`src/rtl/systolic_fir_sequencer.sv`:
```
// Front/back-end controller for the 3-slice bidirectional systolic FIR array.
// Feeds samples with a zero bubble after each one, owns the weights, and buffers results.
module systolic_fir_sequencer #(
    parameter int WIDTH      = 8,
    parameter int RESULT_LAT = 1,
    parameter int OUT_DEPTH  = 4
) (
    input  logic                    clk,
    input  logic                    reset_n,
    input  logic                    s_valid,
    output logic                    s_ready,
    input  logic signed [WIDTH-1:0] s_data,
    input  logic                    cfg_valid,
    output logic                    cfg_ready,
    input  logic [1:0]              cfg_sel,
    input  logic signed [WIDTH-1:0] cfg_data,
    output logic signed [WIDTH-1:0] x_in_left,
    output logic signed [WIDTH-1:0] y_prev_right,
    output logic signed [WIDTH-1:0] w3,
    output logic signed [WIDTH-1:0] w2,
    output logic signed [WIDTH-1:0] w1,
    input  logic signed [WIDTH-1:0] results_left,
    output logic                    m_valid,
    input  logic                    m_ready,
    output logic signed [WIDTH-1:0] m_data,
    output logic                    busy
);

    localparam int PTR_W = (OUT_DEPTH > 1) ? $clog2(OUT_DEPTH) : 1;
    localparam int CNT_W = $clog2(OUT_DEPTH + 1);

    localparam logic [0:0] ST_SAMPLE = 1'b0;
    localparam logic [0:0] ST_BUBBLE = 1'b1;

    localparam logic [CNT_W-1:0] DEPTH_C = CNT_W'(OUT_DEPTH);
    localparam logic [CNT_W-1:0] CNT_ONE = CNT_W'(1);

    logic [0:0]              state_q, state_d;
    logic                    run_q;
    logic signed [WIDTH-1:0] x_q, x_d;
    logic [RESULT_LAT-1:0]   tag_q, tag_d;
    logic [CNT_W-1:0]        credits_q, credits_d;
    logic                    busy_q;
    logic signed [WIDTH-1:0] w1_q, w2_q, w3_q;

    logic signed [WIDTH-1:0] mem [OUT_DEPTH];
    logic [PTR_W-1:0]        rd_q, rd_d;
    logic [PTR_W-1:0]        wr_q, wr_d;
    logic [CNT_W-1:0]        count_q, count_d;
    logic                    mval_q;
    logic signed [WIDTH-1:0] mdata_q, mdata_d;

    logic cfg_fire;
    logic accept;
    logic push;
    logic pop;

    function automatic logic [PTR_W-1:0] next_ptr(input logic [PTR_W-1:0] p);
        return (p == PTR_W'(OUT_DEPTH - 1)) ? '0 : p + 1'b1;
    endfunction

    // run_q keeps both handshakes closed until the first edge after reset release.
    assign cfg_ready = run_q && !busy_q && (state_q == ST_SAMPLE) && !s_valid;
    assign cfg_fire  = cfg_valid && cfg_ready;
    assign s_ready   = run_q && (state_q == ST_SAMPLE) && (credits_q < DEPTH_C) && !cfg_fire;
    assign accept    = s_valid && s_ready;
    assign push      = tag_q[RESULT_LAT-1];
    assign pop       = mval_q && m_ready;

    assign x_in_left    = x_q;
    assign y_prev_right = '0;
    assign w1           = w1_q;
    assign w2           = w2_q;
    assign w3           = w3_q;
    assign m_valid      = mval_q;
    assign m_data       = mdata_q;
    assign busy         = busy_q;

    always_comb begin
        state_d = state_q;
        x_d     = '0;
        if (state_q == ST_SAMPLE) begin
            if (accept) begin
                x_d     = s_data;
                state_d = ST_BUBBLE;
            end
        end else begin
            state_d = ST_SAMPLE;
        end

        tag_d[0] = accept;
        for (int i = 1; i < RESULT_LAT; i++) begin
            tag_d[i] = tag_q[i-1];
        end

        case ({accept, pop})
            2'b10:   credits_d = credits_q + CNT_ONE;
            2'b01:   credits_d = credits_q - CNT_ONE;
            default: credits_d = credits_q;
        endcase

        case ({push, pop})
            2'b10:   count_d = count_q + CNT_ONE;
            2'b01:   count_d = count_q - CNT_ONE;
            default: count_d = count_q;
        endcase

        rd_d = pop  ? next_ptr(rd_q) : rd_q;
        wr_d = push ? next_ptr(wr_q) : wr_q;

        // A result written this edge into the slot that becomes the head bypasses the array.
        mdata_d = (push && (wr_q == rd_d)) ? results_left : mem[rd_d];
    end

    always_ff @(posedge clk or negedge reset_n) begin
        if (!reset_n) begin
            state_q   <= ST_SAMPLE;
            run_q     <= 1'b0;
            x_q       <= '0;
            tag_q     <= '0;
            credits_q <= '0;
            busy_q    <= 1'b0;
            rd_q      <= '0;
            wr_q      <= '0;
            count_q   <= '0;
            mval_q    <= 1'b0;
            mdata_q   <= '0;
        end else begin
            state_q   <= state_d;
            run_q     <= 1'b1;
            x_q       <= x_d;
            tag_q     <= tag_d;
            credits_q <= credits_d;
            busy_q    <= (credits_d != '0);
            rd_q      <= rd_d;
            wr_q      <= wr_d;
            count_q   <= count_d;
            mval_q    <= (count_d != '0);
            mdata_q   <= mdata_d;
        end
    end

    always_ff @(posedge clk or negedge reset_n) begin
        if (!reset_n) begin
            w1_q <= '0;
            w2_q <= '0;
            w3_q <= '0;
        end else if (cfg_fire) begin
            case (cfg_sel)
                2'd1:    w1_q <= cfg_data;
                2'd2:    w2_q <= cfg_data;
                2'd3:    w3_q <= cfg_data;
                default: ;
            endcase
        end
    end

    always_ff @(posedge clk) begin
        if (push) begin
            mem[wr_q] <= results_left;
        end
    end

endmodule

```
`config.mk`:
```
export PLATFORM = sky130hd
export DESIGN_NAME = systolic_fir_sequencer
export DESIGN_NICKNAME = d
export VERILOG_FILES = /design/src/rtl/systolic_fir_sequencer.sv
export SDC_FILE = /design/constraint.sdc
export NUM_CORES = 1
export LEC_CHECK = 0
export BUFFER_PORTS_ARGS = -buffer_cell sky130_fd_sc_hd__buf_2
export CAP_MARGIN = 5
export CELL_PAD_IN_SITES_DETAIL_PLACEMENT = 0
export CELL_PAD_IN_SITES_GLOBAL_PLACEMENT = 1
export CORE_ASPECT_RATIO = 1.1
export CORE_MARGIN = 5
export CORE_UTILIZATION = 47
export DETAILED_ROUTE_END_ITERATION = 12
export PLACE_DENSITY_LB_ADDON = 0.1
export SYNTH_ARGS = -nofsm -noshare
export SYNTH_HDL_FRONTEND = slang
export SYNTH_SLANG_ARGS = --single-unit
```
`constraint.sdc`:
```
create_clock -name clk -period 4.5 [get_ports clk]
set_clock_uncertainty 0.05 [all_clocks]
set_input_delay 0.9 -clock clk [delete_from_list [all_inputs] [get_ports clk]]
set_output_delay 0.9 -clock clk [all_outputs]
set_load 0.02 [all_outputs]
```
==> impl_metrics.yaml, run 1 <==
yosys:
  synthCells: 218
  synth_top_family_by_area: "multiplexers"
  synth_top_cell_area_share_pct: 38.7
  synth-simple-area-share_pct: 5.98
  ys_top_cells_by_area: "dfrtp_1 39%, edfxtp_1 27%, mux2_2 10%"
  synth_fa_ha_area_share_pct: 3.59
  synth_cell_types: 28
  synth_compound_gate_area_share_pct: 0.492
  ys_ff_latch: 87
  synth_area_um2: 3560
  ys_warn_count: 0
  avgSynthCellArea_um2: 16.3
  yosys.area.top_type: "dfrtp_1"
  muxShareOfSynthArea_pct: 18.2
  yosysSeqAreaShare_pct: 65.7
  synth_xor_area_share_pct: 2.50
worst_setup_path:
  arrival_ns: 1.57
  cp_max_fo: 4
  crit_type: "primary input to output pin"
  r2r_end: "busy$_DFF_PN0_"
  rr_startpoint: "state_q$_DFF_PN0_"
  cp.required_ns: 3.55
  reg2reg_slack_ns: 2.15
  ff2ff_path_depth: 7
  end_kind: "output pin"
  start_kind: "primary input"
clock_tree:
  ctsRootBufferMaster: "clkbuf_8"
  post_cts_buffers: 0
  clk_pin_slew_ns: 0.09
  holdBufCountCts: 0
  cts_tree: "yes"
  clockBufferDepth: 2
  cts_resized: 0
  clk_latency_ns: 0.36
  cts_inserted_buffers: 9
  cts.sinks: 87
  htree_levels: 3
cells_and_area:
  synthToLayoutAreaGrowth_pct: 18.7
  fin_util_pct: 56.9
  fillers: 611
  final_cells: 393
  final_cell_area_um2: 4230
  n_antenna_cell: 0
  drive_gt1_share_pct: 44.1
  nets: 341
hold_path:
  worstHoldPathType: "flip-flop to flip-flop"
  holdPathEnd: "count_q[2]$_DFF_PN0_"
  whs_path_depth: 1
  hold_start: "count_q[2]$_DFF_PN0_"
timing:
  relSlewSlack_pct: 60.5
  worstMarginPinSlew_ns: 0.592
  period_needed_ns: 2.52
  hold_violations: 0
  fmax_mhz: 396
  setup_violations: 0
  rsz0062_at_grt: "false"
  setup_tns_ns: 0
  fin_hold_ws_ns: 0.420
  drv_slew: 0
  layout_setup_ws_ns: 1.98
  final.period_utilization_pct: 56.1
power_and_ir_drop:
  finalPower_mw: 2.56
  p_leak_nw: 2.04
  power.density_nw_per_um2: 605
  ir_drop_mv: 0.237
drt:
  drt-vias-per-instance: 4.87
  drt_iter0_markers: 72
  firstDrtPassIters: 4
  ant_nets: 0
  drc: 0
  vias: 1913
  post_drt_wl_per_cell_um: 15.8
  totalWireLength_um: 6210
place:
  finalWeightedCongestion: 0.700
  dp_cells: 377
  port-buffer-count: 74
  place_ws_ns: 1.69
  place_area_um2: 4000
  hpwl_um: 4330
floorplan:
  fp.dieH_um: 101
  pin_count: 83
  design.core.area_um2: 7430
  die_area_um2: 9420
  die_w_um: 93.0
  placementRows: 33
  start_util_pct: 47.9
grt:
  grt_pass1_vias: 1936
  grt_max_degree: 32
  grt_pass1_wl_um: 9870
  gr-total-overflow: 0
  antenna_found_initial: 0
  grt_usage_pct: 14.0
outcome:
  status: "complete, no violations"
flow_run:
  drv_cap: 0
-- area by class of cell --
| type | instances | area, um2 | share of cell area, % |
|---|---|---|---|
| sequential | 87 | 2340 | 55.3 |
| multi-input combinational | 118 | 1130 | 26.8 |
| timing repair buffer | 77 | 393 | 9.30 |
| clock buffer | 9 | 124 | 2.93 |
| tap | 87 | 109 | 2.58 |
| clock inverter | 7 | 103 | 2.43 |
| inverter | 8 | 30.0 | 0.710 |
-- state kept, by name (all words and copies together), names as in the netlist --
signal     count
run_q          1
m_valid        1
w3             8
m_data         8
rd_q           2
push           1
count_q        3
busy           1
w2             8
x_in_left      8
mem           32
wr_q           2
w1             8
credits_q      3
state_q        1
-- logic make-up (layout without fill, tap and decap cells) --
group | Yosys count | count (layout)
AO/OA/AOI/OAI | 3 | 3
XOR/XNOR | 8 | 8
adder cells (fa/ha/maj) | 9 | 9
buffers and inverters | 20 | 101
flip-flops | 87 | 87
multiplexers | 60 | 60
other | 2 | 9
AND/OR/NAND/NOR | 29 | 29
-- Yosys cell counts --
| library cell | count |
|---|---|
| xnor2_4 | 1 |
| nand3_4 | 1 |
| nor3_2 | 1 |
| a211oi_1 | 1 |
| conb_1 | 2 |
| mux2i_1 | 26 |
| or3_1 | 3 |
| and2_1 | 12 |
| and2_4 | 1 |
| fa_1 | 2 |
| buf_4 | 10 |
| buf_2 | 1 |
| nand4_2 | 1 |
| mux2_4 | 1 |
| nor2_1 | 4 |
| buf_6 | 1 |
| nand4b_2 | 2 |
| xor2_1 | 3 |
| nand2_1 | 1 |
| ha_1 | 7 |
| nor3b_1 | 2 |
| mux2_2 | 33 |
| edfxtp_1 | 32 |
| xnor2_1 | 4 |
| dfrtp_1 | 55 |
| inv_1 | 8 |
| nand2b_1 | 1 |
| o21ai_0 | 2 |
-- metal layers --
layer | global-route usage [%] | up-vias | routed length, um
li1 | - | 917 | -
met1 | 17.6 | 921 | 2660
met2 | 20.6 | 63 | 2830
met3 | 6.09 | 12 | 604
met4 | 7.10 | 0 | 118
met5 | 0 | - | 0
-- critical path, cell delays in order --
cell,delay (ns)
buf_2,0.12
nor3_2,0.31
buf_2,0.24
-- power breakdown --
group | switching (mW) | leakage, nW | internal, mW
Clock | 0.290 | 0.111 | 0.319
Combinational | 0.473 | 0.933 | 0.399
Sequential | 0.0835 | 0.993 | 0.990
-- worst max path at each step --
stage	from	depth (start not counted)	endpoint	slack, ns
finish	s_valid	3	cfg_ready	1.98
global route	s_valid	3	cfg_ready	1.92
CTS	s_valid	3	cfg_ready	1.96
detailed placement	s_valid	7	busy$_DFF_PN0_	1.69
global placement	s_valid	7	busy$_DFF_PN0_	1.76
floorplan	s_valid	6	busy$_DFF_PN0_	1.63
-- cells in the final DEF (no fill, tap or decap), drive strengths merged, types with 3 or more instances in the layout --
cell type,Yosys,layout
conb,2,9
clkbuf,0,9
inv,8,11
edfxtp,32,32
buf,12,77
mux2i,26,26
xnor2,5,5
xor2,3,3
or3,3,3
dfrtp,55,55
and2,13,13
ha,7,7
nor2,4,4
mux2,34,34
(Power assumes the default switching activity.)
==> run 2, diff against run 1 <==
--- a/config.mk
+++ b/config.mk
@@ -11,7 +11,7 @@
 export CELL_PAD_IN_SITES_GLOBAL_PLACEMENT = 1
 export CORE_ASPECT_RATIO = 1.1
 export CORE_MARGIN = 5
-export CORE_UTILIZATION = 47
+export CORE_UTILIZATION = 40
 export DETAILED_ROUTE_END_ITERATION = 12
 export PLACE_DENSITY_LB_ADDON = 0.1
 export SYNTH_ARGS = -nofsm -noshare
==> constraint.sdc (replaced) <==
create_clock -name clk -period 2.1 [get_ports clk]
set_clock_uncertainty 0.05 [all_clocks]
set_input_delay 0.42 -clock clk [delete_from_list [all_inputs] [get_ports clk]]
set_output_delay 0.42 -clock clk [all_outputs]
set_load 0.02 [all_outputs]
==> run 2 against run 1 <==
The flow now finishes with violations (negative setup slack). First-iteration DRC count shrank 54%. Power grew 110%. Cell area grew 3.6%. Combinational power grew 140%. Register-to-register slack lost 2.2 ns. Critical path type is now flip-flop to flip-flop. Via count grew 1.3%.
==> impl_metrics.yaml, run 2 (synthesized netlist as in run 1, its figures left out) <==
timing:
  rsz0062_at_grt: "true"
  final.period_utilization_pct: 102
  setup_violations: 1
  fmax_mhz: 469
  period_needed_ns: 2.13
  drv_slew: 0
  hold_violations: 0
  layout_setup_ws_ns: -0.0344
floorplan:
  start_util_pct: 40.5
  design.core.area_um2: 8780
  die_w_um: 99.9
  die_area_um2: 10900
  placementRows: 36
  fp.dieH_um: 109
  pin_count: 83
drt:
  drc: 0
  vias: 1938
  totalWireLength_um: 6400
  firstDrtPassIters: 3
  drt-vias-per-instance: 4.50
  post_drt_wl_per_cell_um: 14.8
  drt_iter0_markers: 33
  ant_nets: 0
cells_and_area:
  largest_reg_flops: 32
  nets: 352
  fin_util_pct: 49.8
  seqCellArea_um2: 2340
  fillers: 788
  top_register: "mem"
  drive_gt1_share_pct: 47.6
  layout_common_cells: "74 x buf_2, 55 x dfrtp_1, 32 x mux2_2, 32 x edfxtp_1, 25 x mux2i_1"
  multiInputGateArea_um2: 1180
  n_antenna_cell: 0
  synthToLayoutAreaGrowth_pct: 23.0
  layout_commonest_cell: "buf_2"
worst_setup_path:
  cp.required_ns: 2.28
  crit_chain: "nand2b_4 -> nor3b_4 -> inv_2 -> ha_4 -> fa_2 -> mux2_4 -> or3_1"
  arrival_ns: 2.32
  reg2reg_slack_ns: -0.03
  start_kind: "flip-flop"
  end_kind: "flip-flop"
  critical_path.max_stage_delay_ns: 0.40
  cpMaxStageDelayCell: "fa_2"
  crit_type: "flip-flop to flip-flop"
  cp_max_fo: 2
power_and_ir_drop:
  ir_drop_mv: 0.591
  power.density_nw_per_um2: 1250
  p_leak_nw: 2.09
  finalPower_mw: 5.48
clock_tree:
  clk_latency_ns: 0.35
  clk_pin_slew_ns: 0.09
  cts_tree: "yes"
  ctsRootBufferMaster: "clkbuf_8"
  htree_levels: 3
  cts.sinks: 87
  cts_inserted_buffers: 9
  clockBufferDepth: 2
grt:
  grt_usage_pct: 12.8
  grt_max_degree: 37
  grt_pass1_wl_um: 10400
  grt_pass1_vias: 2012
  antenna_found_initial: 0
  gr-total-overflow: 0
outcome:
  violations: "negative setup slack"
  status: "finished, violations left"
hold_path:
  worstHoldPathType: "primary input to flip-flop"
flow_run:
  drv_cap: 0
place:
  hpwl_um: 4480
  port-buffer-count: 74
  place_ws_ns: -0.0761
  finalWeightedCongestion: 0.701
[run 2: changes by cell type in the layout (fill, tap and decap cells not counted), sizes merged]
cell / before / now
inv: 11 / 13
dlygate4sd3: 0 / 1
buf: 77 / 87
bufinv: 2 / 0
clkinv: 1 / 0
clkinvlp: 1 / 2
[run 2: final cells by class]
| class | count | area share, % |
|---|---|---|
| Clock buffer | 9 | 2.83 |
| Clock inverter | 7 | 1.40 |
| Inverter | 8 | 0.686 |
| Multi-Input combinational cell | 118 | 27.0 |
| Sequential cell | 87 | 53.4 |
| Tap cell | 114 | 3.26 |
| Timing Repair Buffer | 88 | 11.5 |
[run 2: critical path, delay by kind of cell, from the launching register on]
| family | cells | cell delay (ns) |
|---|---|---|
| flip-flops | 1 | 0.37 |
| AND/OR/NAND/NOR | 3 | 0.70 |
| multiplexers | 1 | 0.28 |
| buffers and inverters | 1 | 0.07 |
| adder cells (fa/ha/maj) | 2 | 0.56 |
[run 2: where the power goes]
group	total [mW]	internal (mW)	switching [mW]
combinational	2.10	1.01	1.09
sequential	2.29	2.12	0.174
clock	1.09	0.454	0.632
[run 2: per-layer routing]
layer / global-route usage (%) / routed length [um] / vias up
met5: 0 / 0 / -
met4: 6.73 / 130 / 0
met3: 5.05 / 517 / 12
met2: 18.6 / 2880 / 59
met1: 16.4 / 2870 / 927
li1: - / - / 940
[run 2: stage by stage]
step	std cells	TNS, ns	area, um2	hold slack (ns)
floorplan	225	-0.0954	3610	0.0744
global placement	413	-0.0452	4150	0.369
detailed placement	413	-0.131	4150	0.372
CTS	430	-0.0219	4350	0.188
global route	431	-0.148	4380	0.196
finish	431	-0.0344	4380	0.212
[run 2: what timing repair did]
action	CTS	global route
pin swaps	1	5
resized for setup	0	4
endpoints found under the hold margin	19	0
endpoints found under the setup margin	1	7
hold buffers	1	0
buffers inserted	0	1
[run 2: path summary, 6_finish.rpt]
| check | startpoint | end | depth (start not counted) |
|---|---|---|---|
| max reg2reg | state_q$_DFF_PN0_ | busy$_DFF_PN0_ | 7 |
| min | s_data[7] | x_in_left[7]$_DFF_PN0_ | 2 |
| max in group asynchronous | reset_n | w2[1]$_DFFE_PN0P_ | 3 |
| max | state_q$_DFF_PN0_ | busy$_DFF_PN0_ | 7 |
| min in group asynchronous | reset_n | x_in_left[5]$_DFF_PN0_ | 2 |
| min reg2reg | count_q[2]$_DFF_PN0_ | count_q[2]$_DFF_PN0_ | 1 |
